==> src/rtl/alu_op_sequencer_pkg.sv <==
// Shared opcode constants, opcode classes and sequencer states
// for the two-register-bus CPU control path.
package cpu_ctrl_pkg;

    localparam logic [4:0] OP_ALU3_FIRST = 5'b00011;
    localparam logic [4:0] OP_AND        = 5'b00101;
    localparam logic [4:0] OP_ALU3_LAST  = 5'b01100;
    localparam logic [4:0] OP_MUL        = 5'b01110;
    localparam logic [4:0] OP_DIV        = 5'b01111;
    localparam logic [4:0] OP_NEG        = 5'b10000;
    localparam logic [4:0] OP_NOT        = 5'b10001;

    typedef enum logic [1:0] {
        CLS_ILLEGAL,
        CLS_ALU3,
        CLS_MULDIV,
        CLS_UNARY
    } op_class_t;

    typedef enum logic [3:0] {
        IDLE, T0, T1, T1W, T2, T3, T4, T5, T6, DONE
    } state_t;

    function automatic op_class_t classify(input logic [4:0] op);
        if (op >= OP_ALU3_FIRST && op <= OP_ALU3_LAST)
            return CLS_ALU3;
        if (op == OP_MUL || op == OP_DIV)
            return CLS_MULDIV;
        if (op == OP_NEG || op == OP_NOT)
            return CLS_UNARY;
        return CLS_ILLEGAL;
    endfunction

endpackage

==> src/rtl/alu_op_sequencer_if.sv <==
// Sequencer-to-datapath bundle: start/memory handshake, IR in,
// and every datapath strobe and select out.
interface alu_op_sequencer_if;
    logic        start;
    logic        mem_ready;
    logic [31:0] IR;
    logic        PCout, MARin, IncPC, PCin;
    logic        Zlowin, Zhighin, Zlowout, Zhighout;
    logic        Read, MDRin, MDRout, IRin, Yin;
    logic        LOin, HIin, Rin, Rout;
    logic [3:0]  reg_sel;
    logic [4:0]  operation;
    logic        busy, done, illegal;

    modport master (
        input  start, mem_ready, IR,
        output PCout, MARin, IncPC, PCin,
        output Zlowin, Zhighin, Zlowout, Zhighout,
        output Read, MDRin, MDRout, IRin, Yin,
        output LOin, HIin, Rin, Rout,
        output reg_sel, operation, busy, done, illegal
    );

    modport slave (
        output start, mem_ready, IR,
        input  PCout, MARin, IncPC, PCin,
        input  Zlowin, Zhighin, Zlowout, Zhighout,
        input  Read, MDRin, MDRout, IRin, Yin,
        input  LOin, HIin, Rin, Rout,
        input  reg_sel, operation, busy, done, illegal
    );
endinterface

==> src/rtl/alu_op_sequencer_ir_decode.sv <==
// Combinational instruction field split and opcode classification.
module ir_decode
    import cpu_ctrl_pkg::*;
(
    input  logic [31:0] i_ir,
    output op_class_t   o_cls,
    output logic [4:0]  o_opcode,
    output logic [3:0]  o_ra,
    output logic [3:0]  o_rb,
    output logic [3:0]  o_rc
);
    logic w_unused_ir;

    assign o_opcode    = i_ir[31:27];
    assign o_ra        = i_ir[26:23];
    assign o_rb        = i_ir[22:19];
    assign o_rc        = i_ir[18:15];
    assign o_cls       = classify(i_ir[31:27]);
    assign w_unused_ir = ^i_ir[14:0];
endmodule

==> src/rtl/alu_op_sequencer.sv <==
// Multi-cycle T0..T6 control sequencer driving the datapath strobes.
// Outputs are Moore-decoded from the state register and IR.
module alu_op_sequencer
    import cpu_ctrl_pkg::*;
(
    input  logic Clock,
    input  logic clear,
    alu_op_sequencer_if.master bus
);
    state_t     r_state;
    state_t     w_next;
    op_class_t  w_cls;
    logic [4:0] w_op;
    logic [3:0] w_ra, w_rb, w_rc;

    ir_decode u_dec (
        .i_ir     (bus.IR),
        .o_cls    (w_cls),
        .o_opcode (w_op),
        .o_ra     (w_ra),
        .o_rb     (w_rb),
        .o_rc     (w_rc)
    );

    // State register; clear aborts instantly so no writeback escapes.
    always_ff @(posedge Clock or posedge clear) begin
        if (clear) r_state <= IDLE;
        else       r_state <= w_next;
    end

    // Next-state: memory wait loop in T1/T1W, class-dependent path after T3.
    always_comb begin
        w_next = r_state;
        unique case (r_state)
            IDLE: if (bus.start) w_next = T0;
            T0:   w_next = T1;
            T1, T1W: w_next = bus.mem_ready ? T2 : T1W;
            T2:   w_next = T3;
            T3: begin
                unique case (w_cls)
                    CLS_ILLEGAL: w_next = IDLE;
                    CLS_UNARY:   w_next = T5;
                    default:     w_next = T4;
                endcase
            end
            T4:   w_next = T5;
            T5:   w_next = (w_cls == CLS_MULDIV) ? T6 : DONE;
            T6:   w_next = DONE;
            DONE: w_next = bus.start ? T0 : IDLE;
            default: w_next = IDLE;
        endcase
    end

    // Output decode; every strobe defaults low.
    always_comb begin
        bus.PCout = 1'b0;  bus.MARin = 1'b0;
        bus.IncPC = 1'b0;  bus.PCin = 1'b0;
        bus.Zlowin = 1'b0; bus.Zhighin = 1'b0;
        bus.Zlowout = 1'b0; bus.Zhighout = 1'b0;
        bus.Read = 1'b0;   bus.MDRin = 1'b0;
        bus.MDRout = 1'b0; bus.IRin = 1'b0;
        bus.Yin = 1'b0;    bus.LOin = 1'b0;
        bus.HIin = 1'b0;   bus.Rin = 1'b0;
        bus.Rout = 1'b0;   bus.reg_sel = 4'd0;
        bus.operation = 5'd0;
        bus.busy = (r_state != IDLE);
        bus.done = 1'b0;   bus.illegal = 1'b0;
        unique case (r_state)
            T0: begin
                bus.PCout = 1'b1; bus.MARin = 1'b1;
                bus.IncPC = 1'b1; bus.Zlowin = 1'b1;
            end
            T1: begin
                bus.Zlowout = 1'b1; bus.PCin = 1'b1;
                bus.Read = 1'b1;    bus.MDRin = 1'b1;
            end
            T1W: begin
                bus.Read = 1'b1; bus.MDRin = 1'b1;
            end
            T2: begin
                bus.MDRout = 1'b1; bus.IRin = 1'b1;
            end
            T3: begin
                bus.operation = w_op;
                unique case (w_cls)
                    CLS_ALU3: begin
                        bus.Rout = 1'b1; bus.Yin = 1'b1;
                        bus.reg_sel = w_rb;
                    end
                    CLS_MULDIV: begin
                        bus.Rout = 1'b1; bus.Yin = 1'b1;
                        bus.reg_sel = w_ra;
                    end
                    CLS_UNARY: begin
                        bus.Rout = 1'b1; bus.Zlowin = 1'b1;
                        bus.reg_sel = w_rb;
                    end
                    default: bus.illegal = 1'b1;
                endcase
            end
            T4: begin
                bus.operation = w_op;
                bus.Rout = 1'b1; bus.Zlowin = 1'b1;
                if (w_cls == CLS_MULDIV) begin
                    bus.reg_sel = w_rb;
                    bus.Zhighin = 1'b1;
                end else begin
                    bus.reg_sel = w_rc;
                end
            end
            T5: begin
                bus.Zlowout = 1'b1;
                if (w_cls == CLS_MULDIV) begin
                    bus.LOin = 1'b1;
                end else begin
                    bus.Rin = 1'b1;
                    bus.reg_sel = w_ra;
                end
            end
            T6: begin
                bus.Zhighout = 1'b1; bus.HIin = 1'b1;
            end
            DONE: bus.done = 1'b1;
            default: ;
        endcase
    end
endmodule

==> src/flat_wrapper.sv <==
// flat-port wrapper written by rule: the top's interface ports become plain ports
module alu_op_sequencer_flat import cpu_ctrl_pkg::*;
  (Clock, clear, bus_start, bus_mem_ready, bus_IR, bus_PCout, bus_MARin, bus_IncPC, bus_PCin, bus_Zlowin, bus_Zhighin, bus_Zlowout, bus_Zhighout, bus_Read, bus_MDRin, bus_MDRout, bus_IRin, bus_Yin, bus_LOin, bus_HIin, bus_Rin, bus_Rout, bus_reg_sel, bus_operation, bus_busy, bus_done, bus_illegal);
  alu_op_sequencer_if bus_i ();
  input  logic Clock;
  input  logic clear;
  input wire logic [$bits(bus_i.start)-1:0] bus_start;
  input wire logic [$bits(bus_i.mem_ready)-1:0] bus_mem_ready;
  input wire logic [$bits(bus_i.IR)-1:0] bus_IR;
  output wire logic [$bits(bus_i.PCout)-1:0] bus_PCout;
  output wire logic [$bits(bus_i.MARin)-1:0] bus_MARin;
  output wire logic [$bits(bus_i.IncPC)-1:0] bus_IncPC;
  output wire logic [$bits(bus_i.PCin)-1:0] bus_PCin;
  output wire logic [$bits(bus_i.Zlowin)-1:0] bus_Zlowin;
  output wire logic [$bits(bus_i.Zhighin)-1:0] bus_Zhighin;
  output wire logic [$bits(bus_i.Zlowout)-1:0] bus_Zlowout;
  output wire logic [$bits(bus_i.Zhighout)-1:0] bus_Zhighout;
  output wire logic [$bits(bus_i.Read)-1:0] bus_Read;
  output wire logic [$bits(bus_i.MDRin)-1:0] bus_MDRin;
  output wire logic [$bits(bus_i.MDRout)-1:0] bus_MDRout;
  output wire logic [$bits(bus_i.IRin)-1:0] bus_IRin;
  output wire logic [$bits(bus_i.Yin)-1:0] bus_Yin;
  output wire logic [$bits(bus_i.LOin)-1:0] bus_LOin;
  output wire logic [$bits(bus_i.HIin)-1:0] bus_HIin;
  output wire logic [$bits(bus_i.Rin)-1:0] bus_Rin;
  output wire logic [$bits(bus_i.Rout)-1:0] bus_Rout;
  output wire logic [$bits(bus_i.reg_sel)-1:0] bus_reg_sel;
  output wire logic [$bits(bus_i.operation)-1:0] bus_operation;
  output wire logic [$bits(bus_i.busy)-1:0] bus_busy;
  output wire logic [$bits(bus_i.done)-1:0] bus_done;
  output wire logic [$bits(bus_i.illegal)-1:0] bus_illegal;
  assign bus_i.start = bus_start;
  assign bus_i.mem_ready = bus_mem_ready;
  assign bus_i.IR = bus_IR;
  assign bus_PCout = bus_i.PCout;
  assign bus_MARin = bus_i.MARin;
  assign bus_IncPC = bus_i.IncPC;
  assign bus_PCin = bus_i.PCin;
  assign bus_Zlowin = bus_i.Zlowin;
  assign bus_Zhighin = bus_i.Zhighin;
  assign bus_Zlowout = bus_i.Zlowout;
  assign bus_Zhighout = bus_i.Zhighout;
  assign bus_Read = bus_i.Read;
  assign bus_MDRin = bus_i.MDRin;
  assign bus_MDRout = bus_i.MDRout;
  assign bus_IRin = bus_i.IRin;
  assign bus_Yin = bus_i.Yin;
  assign bus_LOin = bus_i.LOin;
  assign bus_HIin = bus_i.HIin;
  assign bus_Rin = bus_i.Rin;
  assign bus_Rout = bus_i.Rout;
  assign bus_reg_sel = bus_i.reg_sel;
  assign bus_operation = bus_i.operation;
  assign bus_busy = bus_i.busy;
  assign bus_done = bus_i.done;
  assign bus_illegal = bus_i.illegal;
  alu_op_sequencer u_core (.Clock(Clock), .clear(clear), .bus(bus_i));
endmodule
==> config.mk <==
export PLATFORM = sky130hd
export DESIGN_NAME = alu_op_sequencer_flat
export DESIGN_NICKNAME = d
export VERILOG_FILES = /design/src/rtl/alu_op_sequencer_pkg.sv /design/src/rtl/alu_op_sequencer_if.sv /design/src/rtl/alu_op_sequencer_ir_decode.sv /design/src/rtl/alu_op_sequencer.sv /design/src/flat_wrapper.sv
export SDC_FILE = /design/constraint.sdc
export NUM_CORES = 1
export LEC_CHECK = 0
export CAP_MARGIN = 20
export CORE_MARGIN = 3
export CORE_UTILIZATION = 25
export DETAILED_ROUTE_END_ITERATION = 8
export PLACE_DENSITY_LB_ADDON = 0.1
export SKIP_LAST_GASP = 1
export SLEW_MARGIN = 25
export SYNTH_ARGS = -nofsm -noshare
export SYNTH_HDL_FRONTEND = slang
export SYNTH_SLANG_ARGS = --single-unit
==> constraint.sdc <==
create_clock -name Clock -period 6.6 [get_ports Clock]
set_clock_uncertainty 0.2 [all_clocks]
set_input_delay 0.99 -clock Clock [delete_from_list [all_inputs] [get_ports Clock]]
set_output_delay 0.99 -clock Clock [all_outputs]
set_load 0.02 [all_outputs]
==> results.cfg <==
[synth]
ys_ff_latch = 4
synth-simple-area-share_pct = 39.6
synthCells = 102
synthMuxAreaShare_pct = 0
netlist_area_um2 = 758
synth_xor_area_share_pct = 1.16
synth_seq_area_share_pct = 13.2
synth_nets = 142
ys_top_cells_by_area = dfrtp_1, and2_1, buf_4
synth_compound_area_share_pct = 24.1
synth_area_per_cell_um2 = 7.43
synth-adder-area-share_pct = 6.60
synth.top_cell.area_share_pct = 13.2
synth_top_family_by_area = simple AND/OR/NAND/NOR gates
ys.warnings.count = 0
yosysUniqueCellTypes = 40
post-synth-top-area-cell = dfrtp_1

[global_routing]
grt_first_pass_wirelength_um = 3580
grt-ovfl-total = 0
grt_pass1_vias = 786
grt_max_degree = 23
grtUsageTotal_pct = 12.4
antenna_found_initial = 0

[cells_and_area]
final_util_pct = 43.3
fillers = 307
largest_reg_flops = 4
reg_top3 = u_core.r_state x4
seqCellArea_um2 = 100
final_cell_mix = clkdlybuf4s50_1, nor2_1, and2_1
antenna_cells = 0
area.growth.synth_to_final_pct = 61.7
fin_cells = 174
stdcell_area_um2 = 1230
drive_gt1_share_pct = 6.99
regMostFlops = u_core.r_state
multi_input_area_um2 = 542
mostFrequentLayoutCell = clkdlybuf4s50_1
fin_nets = 185

[floorplan]
die_x_um = 61.1
io_pins = 65
fp.coreArea_um2 = 2830
fp-row-count = 19
start_util_pct = 26.8
die_h_um = 61.1
dieArea_um2 = 3730

[clock_network]
htree_levels = 1
cts_root_buffer = clkbuf_4
post_cts_buffers = 0
clkLatencyLatePin_ns = 0.23
clkTransAtPathRegs_ns = 0.03
cts_sinks = 4
ctsResizeCount = 0
cts_max_path_buffers = 2
cts_tree = built
cts_buffers = 3
hold_buffers = 0

[timing]
fin_ws_ns = 1.39
fin_crit_ns = 5.21
drv_slew = 0
grt_setup_unrepaired = false
hold_ws_ns = 0.456
setup_viol = 0
fin_crit_sh_pct = 78.9
tightestPinTransition_ns = 0.712
slew_headroom_pct = 52.5
fmax_mhz = 192
fin_tns_setup_ns = 0
hold_viol_final = 0

[route]
drc_errors = 0
antenna_left = 0
dr_total_vias = 863
vias_per_cell = 4.96
drtIter0Drc = 17
dr.pass1.iters = 4
wl_per_cell_um = 13.0
routed_wl_um = 2260

[place]
dp_hpwl_um = 1880
dp_cells = 171
gp_congestion = 0.801
dpl_cell_area_um2 = 1200
port-buffer-count = 49
pre_cts_ws_ns = 1.38

[run_status]
status = completed

[worst_hold_path]
hold_path.class = reg -> reg

[critical_path]
crit_type = in -> out
startpoint_type = primary input
crit_required_ns = 5.41
end_kind = output pin
cp_max_fo = 6
crit_arrival_ns = 4.02

[power_and_ir_drop]
p_total_uw = 443
p_per_area_nw_per_um2 = 361
irDropWorstVdd_mv = 0.130
p_leak_nw = 0.467

[run]
cap_violations = 0
==> synthesized netlist by cell type, drive strengths merged <==
cell    count
nor2       12
and2       11
buf        10
inv         8
nor3        7
a21oi       5
a221o       4
dfrtp       4
ha          4
nand2       4
nand2b      3
o21ai       3
a211o       2
a31oi       2
and3        2
nor3b       2
nor4b       2
o211ai      2
a211oi      1
a21boi      1
a22oi       1
a32oi       1
clkbuf      1
nand3       1
nand3b      1
nand4b      1
nor2b       1
nor4        1
o221ai      1
o22ai       1
or2b        1
or4b        1
xnor2       1
==> per-layer routing <==
metal  vias up  track usage [%]  wire, um
met1       391             17.2      1050
met3         0             3.14        93
met4         0             1.86         0
met5         -                0         0
met2        23             19.8      1110
li1        449                -         -
==> power by group <==
part / internal, mW / switching [mW]
Sequential: 0.0349 / 0.0456
Clock: 0.0202 / 0.00837
Combinational: 0.160 / 0.174
Total: 0.215 / 0.228
==> path summary, 6_finish.rpt <==
path	startpoint	end	slack, ns	cells past startpoint
worst max-delay path	bus_IR[29]	bus_reg_sel[2]	1.39	10
worst min-delay path	u_core.r_state[3]$_DFFE_PP0P_	u_core.r_state[1]$_DFFE_PP0P_	0.46	1
min in group asynchronous	clear	u_core.r_state[3]$_DFFE_PP0P_	0.74	2
max in group asynchronous	clear	u_core.r_state[0]$_DFFE_PP0P_	5.31	2
worst min register to register	u_core.r_state[3]$_DFFE_PP0P_	u_core.r_state[1]$_DFFE_PP0P_	0.46	1
worst max register to register	u_core.r_state[1]$_DFFE_PP0P_	u_core.r_state[0]$_DFFE_PP0P_	4.86	4
==> critical path, stage by stage <==
cell and delay [ns]:
clkdlybuf4s50_1 0.49, or4b_1 0.57, and2_1 0.19, inv_1 0.09, ha_1 0.32, nor3b_1 0.23, a21oi_1 0.07, nor3_2 0.25
a221o_1 0.20, clkdlybuf4s50_1 0.61
==> layout make-up <==
class / instances / area share (%)
Sequential cell: 4 / 8.16
Multi-Input combinational cell: 79 / 44.2
Clock buffer: 3 / 1.84
Inverter: 8 / 2.65
Tap cell: 31 / 3.16
Timing Repair Buffer: 49 / 40.0
==> logic make-up after synthesis <==
family                     after synthesis
DFF                                      4
xor gates and xnor gates                 1
adders and majority gates                4
and+or+nand+nor                         50
buffers and inverters                   19
AOI/OAI and AO/OA                       24
Power figures use the tool's default switching activity.
==> RTL edit, RTL diff (config.mk and constraints unchanged) <==
The 10 states of `state_t` get a Gray code encoding in 4 bits.
--- a/src/rtl/alu_op_sequencer_pkg.sv
+++ b/src/rtl/alu_op_sequencer_pkg.sv
@@ -20,3 +20,3 @@
     typedef enum logic [3:0] {
-        IDLE, T0, T1, T1W, T2, T3, T4, T5, T6, DONE
+        IDLE = 4'b0000, T0 = 4'b0001, T1 = 4'b0011, T1W = 4'b0010, T2 = 4'b0110, T3 = 4'b0111, T4 = 4'b0101, T5 = 4'b0100, T6 = 4'b1100, DONE = 4'b1101
     } state_t;
Behaviour: no difference found for any inputs over 10 cycles, from zero or initial values; not proved beyond that.
==> RTL edit against the unedited design <==
- sequential cell count stayed put
- non-clock buffer count is the same
- setup slack better by 120 ps
- area after synthesis fell by 13%
- routed wire length shrank 6.7%
- sequential share of layout area increased by 0.60 points
- synthesized cell count down 6.9%
- clock power up 7%
- design area decreased by 6.8%
- total power fell by 3.8%
- register-to-register slack improved by 400 ps
- die area decreased by 12%
- count of clock-buffer cells in the layout unchanged
- critical endpoint is now bus_reg_sel[0]
- largest power group unchanged
- highest routed layer is now met4
==> RTL edit: results (changes against the unedited design) <==
R2R Path Start u_core.r_state[2]$_DFFE_PP0P_; top cells by count, synth nor2_1, nand2_1, inv_1; syn_nets 134 (-5.6%); Max Freq 197 MHz (+2.3%); layout cells sized above 1 3.68% (-3.3 points); multi-input gates 72 (-8.9%); non-clk buf share 42.9% (+2.9 points); run status finished, final reports clean; DP Area 1120 µm² (-7.0%); Multi-input gate area 464 µm² (-14%); GPL Wtd Cong 0.688 (-14%); post-synthesis adder-cell area fraction 5.71% (-0.89 points); met2 Use GR 20.6% (+0.77 points); reg2reg setup slack 5260 ps (+400 ps); mux contribution to synthesized area 6.10% (+6.1 points); syn_area_per_cell 6.91 µm² (-7.0%); Power, Total 426 µW (-3.8%); first-pass GRT wire length 3.39 mm (-5.4%); total wire length 2.11 mm (-6.7%); Int Pwr 209 µW (-2.8%); Biggest Area Class buffers; met3 Track Usage GR 6.11% (+3.0 points); grt met1 use 16.0% (-1.2 points); transition time of the tightest slew-check pin 452 ps (-260 ps); Compound-Gate Fraction of Synth Area 23.6% (-0.47 points); first drt pass iteration count 2 (-2); Placement Setup Slack 1510 ps (+127 ps); largest net degree at the start of global routing 18 (-22%); sequential power share 17.9% (-0.3 points); WL met3 189 µm (+100%); crit path DAT 3900 ps (-120 ps); non-filler cells, final 164 (-5.7%); top post-synthesis cells by area dfrtp_1, nor2_1, mux2i_1; clk cell area share 1.97% (+0.13 points); met1 wire length 918 µm (-13%)
RTL edit: cells by family (layout without fill, tap and decap cells):
kind of cell | Yosys count | after routing
buffers and inverters | 19 | 60
AO/OA/AOI/OAI | 20 | 20
adder cells (fa/ha/maj) | 3 | 3
flip-flops | 4 | 4
AND/OR/NAND/NOR | 45 | 45
multiplexers | 4 | 4
RTL edit: worst max path at each step:
stage / cells after the start / from / endpoint
3_3_place_gp: 10 / bus_IR[31] / bus_reg_sel[3]
6_report: 10 / bus_IR[31] / bus_reg_sel[0]
3_5_place_dp: 10 / bus_IR[31] / bus_reg_sel[0]
5_1_grt: 10 / bus_IR[31] / bus_reg_sel[3]
2_1_floorplan: 10 / bus_IR[29] / bus_reg_sel[0]
4_1_cts: 10 / bus_IR[31] / bus_reg_sel[3]
RTL edit: worst max-delay path: stages:
cell,delay (ps)
clkdlybuf4s50_1,550
or4b_4,500
o31ai_4,110
inv_1,120
ha_1,380
inv_1,160
and3_1,280
nand2_1,80
o221ai_1,80
clkdlybuf4s50_1,640
